===== config.mk =====
export PLATFORM = sky130hd
export DESIGN_NAME = key_entry_ctrl
export DESIGN_NICKNAME = d
export VERILOG_FILES = /design/src/rtl/key_entry_ctrl.sv
export SDC_FILE = /design/constraint.sdc
export NUM_CORES = 1
export LEC_CHECK = 0
export ABC_CLOCK_PERIOD_IN_PS = 5100
export CAP_MARGIN = 25
export CORE_MARGIN = 2
export CORE_UTILIZATION = 60
export CTS_BUF_LIST = sky130_fd_sc_hd__clkbuf_4 sky130_fd_sc_hd__clkbuf_8
export DETAILED_ROUTE_END_ITERATION = 8
export HOLD_SLACK_MARGIN = 0.12
export PLACE_DENSITY = 0.93
export SLEW_MARGIN = 10
export SYNTH_ARGS = -nofsm -noshare
export SYNTH_HDL_FRONTEND = slang
export SYNTH_SLANG_ARGS = --single-unit

===== constraint.sdc =====
create_clock -name clk -period 5.1 [get_ports clk]
set_input_delay 0.765 -clock clk [delete_from_list [all_inputs] [get_ports clk]]
set_output_delay 0.765 -clock clk [all_outputs]
set_load 0.01 [all_outputs]

===== src/rtl/key_entry_ctrl.sv =====
// Keypad entry sequencer for the alarm clock HH:MM key buffer: range-checks
// digits by position, issues time/alarm load pulses and flushes the buffer.
module key_entry_ctrl #(
    parameter int unsigned TIMEOUT_CYCLES = 50_000_000,
    parameter int unsigned TMO_W          = 26
) (
    input  logic       clk,
    input  logic       reset,
    input  logic [3:0] key,
    input  logic       key_valid,
    output logic       shift,
    output logic [3:0] key_out,
    output logic       load_time,
    output logic       load_alarm,
    output logic       key_err,
    output logic       timeout,
    output logic [2:0] digit_cnt
);

    localparam int unsigned KEY_W = 4;
    localparam int unsigned CNT_W = 3;
    localparam int unsigned CLR_W = 2;

    localparam logic [KEY_W-1:0] KEY_CLEAR     = 4'hA;
    localparam logic [KEY_W-1:0] KEY_SET_TIME  = 4'hB;
    localparam logic [KEY_W-1:0] KEY_SET_ALARM = 4'hC;
    localparam logic [TMO_W-1:0] TMO_LAST      = TMO_W'(TIMEOUT_CYCLES - 1);

    typedef enum logic [2:0] {
        S_IDLE,
        S_ENTRY,
        S_READY,
        S_LOAD,
        S_CLEAR
    } state_t;

    state_t             r_state;
    logic               r_shift;
    logic [KEY_W-1:0]   r_key_out;
    logic               r_load_time;
    logic               r_load_alarm;
    logic               r_key_err;
    logic               r_timeout;
    logic [CNT_W-1:0]   r_digit_cnt;
    logic [KEY_W-1:0]   r_first;
    logic [TMO_W-1:0]   r_tmo;
    logic [CLR_W-1:0]   r_clr_cnt;

    state_t             w_state_nxt;
    logic               w_shift_nxt;
    logic [KEY_W-1:0]   w_key_out_nxt;
    logic               w_load_time_nxt;
    logic               w_load_alarm_nxt;
    logic               w_key_err_nxt;
    logic               w_timeout_nxt;
    logic [CNT_W-1:0]   w_digit_cnt_nxt;
    logic [KEY_W-1:0]   w_first_nxt;
    logic [TMO_W-1:0]   w_tmo_nxt;
    logic [CLR_W-1:0]   w_clr_cnt_nxt;
    logic               w_is_digit;
    logic               w_accept;
    logic               w_in_entry;
    logic               w_nxt_in_entry;

    assign w_is_digit = (key <= 4'd9);

    // HH:MM range check for the slot the next digit would occupy
    always_comb begin
        w_accept = 1'b0;
        unique case (r_digit_cnt)
            3'd0:    w_accept = (key <= 4'd2);
            3'd1:    w_accept = (r_first == 4'd2) ? (key <= 4'd3) : (key <= 4'd9);
            3'd2:    w_accept = (key <= 4'd5);
            3'd3:    w_accept = (key <= 4'd9);
            default: w_accept = 1'b0;
        endcase
    end

    always_comb begin
        w_state_nxt      = r_state;
        w_shift_nxt      = 1'b0;
        w_key_out_nxt    = '0;
        w_load_time_nxt  = 1'b0;
        w_load_alarm_nxt = 1'b0;
        w_key_err_nxt    = 1'b0;
        w_timeout_nxt    = 1'b0;
        w_digit_cnt_nxt  = r_digit_cnt;
        w_first_nxt      = r_first;
        w_clr_cnt_nxt    = r_clr_cnt;

        unique case (r_state)
            S_IDLE, S_ENTRY: begin
                if (key_valid) begin
                    if (w_is_digit) begin
                        if (w_accept) begin
                            w_shift_nxt     = 1'b1;
                            w_key_out_nxt   = key;
                            w_digit_cnt_nxt = r_digit_cnt + CNT_W'(1);
                            if (r_digit_cnt == 3'd0) begin
                                w_first_nxt = key;
                            end
                            w_state_nxt = (r_digit_cnt == 3'd3) ? S_READY : S_ENTRY;
                        end else begin
                            w_key_err_nxt = 1'b1;
                        end
                    end else if (key == KEY_CLEAR) begin
                        w_state_nxt   = S_CLEAR;
                        w_shift_nxt   = 1'b1;
                        w_clr_cnt_nxt = '0;
                    end else if (key == KEY_SET_TIME || key == KEY_SET_ALARM) begin
                        w_key_err_nxt = 1'b1;
                    end
                end else if (r_state == S_ENTRY && r_tmo == TMO_LAST) begin
                    w_timeout_nxt = 1'b1;
                    w_state_nxt   = S_CLEAR;
                    w_shift_nxt   = 1'b1;
                    w_clr_cnt_nxt = '0;
                end
            end
            S_READY: begin
                if (key_valid) begin
                    if (w_is_digit) begin
                        w_key_err_nxt = 1'b1;
                    end else if (key == KEY_SET_TIME) begin
                        w_load_time_nxt = 1'b1;
                        w_state_nxt     = S_LOAD;
                    end else if (key == KEY_SET_ALARM) begin
                        w_load_alarm_nxt = 1'b1;
                        w_state_nxt      = S_LOAD;
                    end else if (key == KEY_CLEAR) begin
                        w_state_nxt   = S_CLEAR;
                        w_shift_nxt   = 1'b1;
                        w_clr_cnt_nxt = '0;
                    end
                end else if (r_tmo == TMO_LAST) begin
                    w_timeout_nxt = 1'b1;
                    w_state_nxt   = S_CLEAR;
                    w_shift_nxt   = 1'b1;
                    w_clr_cnt_nxt = '0;
                end
            end
            S_LOAD: begin
                w_state_nxt   = S_CLEAR;
                w_shift_nxt   = 1'b1;
                w_clr_cnt_nxt = '0;
            end
            S_CLEAR: begin
                // first zero-shift is issued on entry; three more follow here
                if (r_clr_cnt == CLR_W'(3)) begin
                    w_state_nxt     = S_IDLE;
                    w_digit_cnt_nxt = '0;
                    w_clr_cnt_nxt   = '0;
                end else begin
                    w_shift_nxt   = 1'b1;
                    w_clr_cnt_nxt = r_clr_cnt + CLR_W'(1);
                end
            end
            default: begin
                w_state_nxt = S_IDLE;
            end
        endcase
    end

    assign w_in_entry     = (r_state == S_ENTRY) || (r_state == S_READY);
    assign w_nxt_in_entry = (w_state_nxt == S_ENTRY) || (w_state_nxt == S_READY);

    // inactivity counter: any strobe or leaving ENTRY/READY restarts it
    always_comb begin
        w_tmo_nxt = '0;
        if (w_in_entry && w_nxt_in_entry && !key_valid) begin
            w_tmo_nxt = r_tmo + TMO_W'(1);
        end
    end

    always_ff @(posedge clk) begin
        if (!reset) begin
            r_state      <= S_IDLE;
            r_shift      <= 1'b0;
            r_key_out    <= '0;
            r_load_time  <= 1'b0;
            r_load_alarm <= 1'b0;
            r_key_err    <= 1'b0;
            r_timeout    <= 1'b0;
            r_digit_cnt  <= '0;
            r_first      <= '0;
            r_tmo        <= '0;
            r_clr_cnt    <= '0;
        end else begin
            r_state      <= w_state_nxt;
            r_shift      <= w_shift_nxt;
            r_key_out    <= w_key_out_nxt;
            r_load_time  <= w_load_time_nxt;
            r_load_alarm <= w_load_alarm_nxt;
            r_key_err    <= w_key_err_nxt;
            r_timeout    <= w_timeout_nxt;
            r_digit_cnt  <= w_digit_cnt_nxt;
            r_first      <= w_first_nxt;
            r_tmo        <= w_tmo_nxt;
            r_clr_cnt    <= w_clr_cnt_nxt;
        end
    end

    assign shift      = r_shift;
    assign key_out    = r_key_out;
    assign load_time  = r_load_time;
    assign load_alarm = r_load_alarm;
    assign key_err    = r_key_err;
    assign timeout    = r_timeout;
    assign digit_cnt  = r_digit_cnt;

endmodule


==> results.toml, run 1 <==
[status]
outcome = "finished, final reports clean"

[die]
io_pins = 19
rows = 22
core_region_area_sq_mm = 0.003689
die_width_um = 66.38
start_util = 0.6330
die_h_um = 66.38
dieArea_sq_mm = 0.004406

[worst_setup_path]
critPathMaxStageDelay_ns = 0.89
worstPathArrival_ns = 2.98
path_buf_inv = 1
path_delay_family = "simple AND/OR/NAND/NOR gates"
path_cells = "clkdlybuf4s50_1 -> nand2b_1 -> nor3_1 -> nand2_1 -> nor2_1"
worstRegToRegCells = 5
crit_required_ns = 5.32
r2r_start = "r_tmo[11]"
reg2reg_setup_slack_ns = 2.80
cp_slowest_cell = "clkdlybuf4s50_1"
crit_cells = 5
rr_endpoint = "r_tmo[10]"
end_kind = "flop"
path_class = "in -> reg"
crit_fanout = 25
worstSetupStartpointType = "input port"

[global_routing]
grt_pass1_vias = 1901
grt.overflow.total = 0
grt_max_degree = 26
grt_pass1_wl_um = 8576
track_usage = 0.2535
antenna_found_initial = 0

[clocking]
path_clk_slew_ns = 0.08
htreeDepth = 2
cts_max_path_buffers = 2
post_cts_buffers = 0
cts_resized = 0
hold_buffers = 0
clock-root-buffer = "clkbuf_8"
clock_sinks = 47
cts_buffers = 5
cts_tree = "yes"
clkLatencyLatePin_ns = 0.30

[synth]
yosys.area.top_type = "dfxtp_1"
synth_edf_count = 0
synth_cells = 280
ys.warnings.count = 0
netlist.area_leader.share = 0.4030
syn_area_per_cell_sq_um = 8.338
async_flop_share = 0
ys_seq_area_frac = 0.4030
syn_nets = 294
synth.most_common_cell = "dfxtp_1"
ys.flop_type = "dfxtp_1"
yosys-top-cells-area = "dfxtp_1 40%, nor2_1 6.9%, xor2_1 5.3%"
syn_area_sq_mm = 0.002335
synth_seq_cells = 47
synthTopCellsByCount = "47 x dfxtp_1, 43 x nor2_1, 32 x nand2_1"
synthDistinctLibCells = 49

[place]
dp_cells = 337
portBuffers = 18
gp_congestion = 0.9168
dp.final_hpwl_um = 3475

[final_layout]
fin_cells = 345
fillers = 290
multiInputGateArea_sq_mm = 0.001313
regArea_sq_um = 940.9
syn2layout_area_growth_pct = 13.18
final_nets = 310
diodes = 0
layout-drive-gt1-share = 0.05387

[sta]
fmax_ghz = 0.3617
skew_ns = 0.006974
tightest_slew_ns = 0.8002
relSlewSlack = 0.4652
grt_setup_unrepaired = "false"
post-route-min-period_ns = 2.765
slew_violations = 0
setup_tns_ns = 0
timing.final.crit_share = 0.5421
hold_viol = 0
setup_viol = 0

[power]
total_power_uw = 668.2
vdd_ir_drop_max_uv = 194.7
p_leak_uw = 0.0009045
p_per_area_mw_per_mm2 = 252.9

[hold_path]
hp-class = "reg -> reg"
hold_depth = 1
holdPathEnd = "r_tmo[0]"
min_from = "r_tmo[0]"

[detailed_routing]
viasPerCell = 5.728
drt_iter0_markers = 100
wire_per_inst_um = 14.07
drt_wl_total_um = 4853
drc = 0
first_pass_iters = 4
antenna_left = 0
vias = 1976

[flow_run]
max_cap_violations = 0
## stage by stage
step / worst slack, ns / hold WS [ns] / utilization / instance area [sq um]
after floorplan: 3.044 / 0.4175 / - / 2335
after global placement: 2.223 / 0.4286 / 0.6883 / 2539
after detailed placement: 2.067 / 0.4579 / 0.6883 / 2539
after CTS: 2.366 / 0.4703 / 0.7164 / 2643
after global routing: 2.046 / 0.4907 / 0.7164 / 2643
final: 2.335 / 0.4681 / 0.7164 / 2643
## layout make-up
cell class                      count  share of cell area
Sequential cell                    47              0.3561
Timing Repair Buffer               18             0.06818
Inverter                           12             0.01705
Clock buffer                        8             0.03930
Multi-Input combinational cell    212              0.4967
Tap cell                           48             0.02273
## flip-flops by register name, summed over array words and instances, names as in the netlist, 2 cells and up
register,flops
digit_cnt,3
key_out,4
r_clr_cnt,2
r_first,4
r_state,3
r_tmo,26
## kinds of logic after synthesis
logic type / after synthesis / share of synthesized area
and+or+nand+nor: 137 / 0.2953
xor gates and xnor gates: 25 / 0.09378
muxes: 4 / 0.01715
DFF: 47 / 0.4030
adders and majority gates: 7 / 0.03751
AOI/OAI and AO/OA: 39 / 0.1184
buffers and inverters: 21 / 0.03483
## worst reg2reg max path, delay by kind of cell, from the launching register on
family           cells  cell delay (ns)
DFF                  1             0.35
and+or+nand+nor      5             1.81
## per-layer routing
layer  GRT usage  vias up  wire length [um]
met1      0.2928      922              2037
met2      0.4400       49              2507
met3     0.06303       10               197
met4      0.1097        0               111
li1            -      995                 -
met5           0        -                 0
## report_power, final
part	leakage [uW]	switching, uW	internal (uW)
Sequential	0.000379	3.71	371
Clock	0.0000549	119	129
Combinational	0.000470	25.5	20.4
Total	0.000905	148	520
## cell usage in the layout (no fill, tap or decap), types with 8 or more instances in the layout
master,n
a21oi_1,8
clkdlybuf4s50_1,18
dfxtp_1,47
inv_1,12
nand2_1,32
nand3_1,18
nor2_1,43
nor3_1,10
xnor2_1,11
xor2_1,14
## worst max path at each step
| stage | start | endpoint | slack, ns |
|---|---|---|---|
| 6_report | reset | r_tmo[10] | 2.34 |
| 5_1_grt | reset | r_tmo[6] | 2.05 |
| 4_1_cts | reset | r_tmo[11] | 2.37 |
| 3_5_place_dp | reset | r_tmo[20] | 2.07 |
| 3_3_place_gp | reset | r_tmo[22] | 2.22 |
| 2_1_floorplan | key[2] | r_first[0] | 3.04 |
Note: power is estimated with default switching activity, not from simulation.
==> run 2, diff against run 1 <==
Settings changed: ABC_CLOCK_PERIOD_IN_PS 5100 to 2700.
Clock period 5.1 ns to 2.7 ns, I/O delays scaled along.
==> results.toml, run 2 (synthesized netlist as in run 1, its figures left out) <==
[place]
dp_cells = 340
gp_congestion = 0.8981
dp_slack_ns = 0.3740
portBuffers = 18
dp.final_hpwl_um = 3427

[die]
dieArea_sq_mm = 0.004406
rows = 22
start_util = 0.6330
core_region_area_sq_mm = 0.003689
io_pins = 19
die_width_um = 66.38
die_h_um = 66.38

[worst_setup_path]
path_cells = "or4_4 -> nor4_4 -> nand3_1 -> o221ai_2 -> a21boi_1 -> o21a_1"
worstSetupStartpointType = "flop"
path_delay_family = "simple AND/OR/NAND/NOR gates"
path_class = "reg -> reg"
critPathMaxStageDelay_ns = 0.57
cp_slowest_cell = "or4_4"
crit_required_ns = 2.90
end_kind = "flop"
crit_fanout = 5
path_buf_inv = 0
worstPathArrival_ns = 2.32

[sta]
skew_ns = 0.01106
holdWs_ns = 0.4700
post-route-min-period_ns = 2.122
setup_tns_ns = 0
fmax_ghz = 0.4712
timing.final.crit_share = 0.7860
hold_viol = 0
setup_viol = 0
slew_violations = 0
tightest_slew_ns = 0.6862
fin_ws_ns = 0.5777
relSlewSlack = 0.5387
grt_setup_unrepaired = "false"

[final_layout]
layout-drive-gt1-share = 0.06333
layout_commonest_cell = "dfxtp_1"
fin_cells = 348
top_register = "r_tmo"
final_nets = 313
layout_common_cells = "47 x dfxtp_1, 43 x nor2_1, 32 x nand2_1"
fin_util = 0.7171
diodes = 0
syn2layout_area_growth_pct = 13.29
fillers = 291
largest_reg_flops = 26

[status]
outcome = "finished, final reports clean"

[clocking]
cts_resized = 0
path_clk_slew_ns = 0.09
clock_sinks = 47
clkLatencyLatePin_ns = 0.30
hold_buffers = 0
clock-root-buffer = "clkbuf_8"
post_cts_buffers = 0
cts_max_path_buffers = 2
cts_buffers = 5
cts_tree = "yes"
htreeDepth = 2

[flow_run]
max_cap_violations = 0

[detailed_routing]
routedLengthMet1_um = 2139
viasPerCell = 5.695
first_pass_iters = 4
antenna_left = 0
dr_wl_met2_um = 2253
drt_iter0_markers = 163
drt_wl_total_um = 4787
drc = 0
vias = 1982
wire_per_inst_um = 13.76
maxUsedRoutingLayer = "met4"
met3_length_um = 303

[power]
p_leak_uw = 0.0009111
vdd_ir_drop_max_uv = 326.4
p_per_area_mw_per_mm2 = 456.7

[global_routing]
antenna_found_initial = 1
grt_pass1_wl_um = 8183
grt_pass1_vias = 1894
grt_max_degree = 26
grt.overflow.total = 0
track_usage = 0.2400

[hold_path]
hp-class = "reg -> reg"
==> run 2: cell types whose count changed in the layout (fill, tap and decap cells not counted) <==
cell      change
buf_4         +3
clkinv_2      +3
clkbuf_4      -1
clkbuf_8      -2
==> run 2: final cells by class <==
cell class,instances,area (sq um),area share
clock inverters,3,15.01,0.005676
inverters,12,45.04,0.01703
clock buffers,5,68.82,0.02602
repair buffers,21,202.7,0.07663
well taps,48,60.06,0.02271
multi-input cells,212,1313,0.4962
flip-flops and latches,47,940.9,0.3557
==> run 2: worst reg2reg max path, cell delays in order (launching register included) <==
cell and delay, ns:
dfxtp_1 0.35, or4_4 0.57, nor4_4 0.34, nand3_1 0.26
o221ai_2 0.24, a21boi_1 0.10, o21a_1 0.17
==> run 2: where the power goes <==
part / internal (uW) / switching, uW
clock: 177 / 232
combinational: 40.9 / 50.8
sequential: 700 / 7.04
==> run 2: metrics by stage <==
stage | area [sq um] | power (uW)
2_1_floorplan | 2335 | 778.0
3_3_place_gp | 2561 | 809.9
3_5_place_dp | 2561 | 812.4
4_1_cts | 2645 | 1208
5_1_grt | 2645 | 1249
6_report | 2645 | 1208
==> run 2: per-layer routing <==
metal | GRT usage | vias to the layer above
met3 | 0.05451 | 11
met5 | 0 | -
met4 | 0.07908 | 0
li1 | - | 1007
met2 | 0.4113 | 74
met1 | 0.2956 | 890
==> run 2: final timing paths <==
path                            cells after the start           end  startpoint  slack (ns)
worst max-delay path                                6  r_clr_cnt[0]   r_tmo[11]        0.58
worst min-delay path                                2    r_first[2]  r_first[2]        0.47
worst max register to register                      6  r_clr_cnt[0]   r_tmo[11]        0.58
worst min register to register                      2    r_first[2]  r_first[2]        0.47
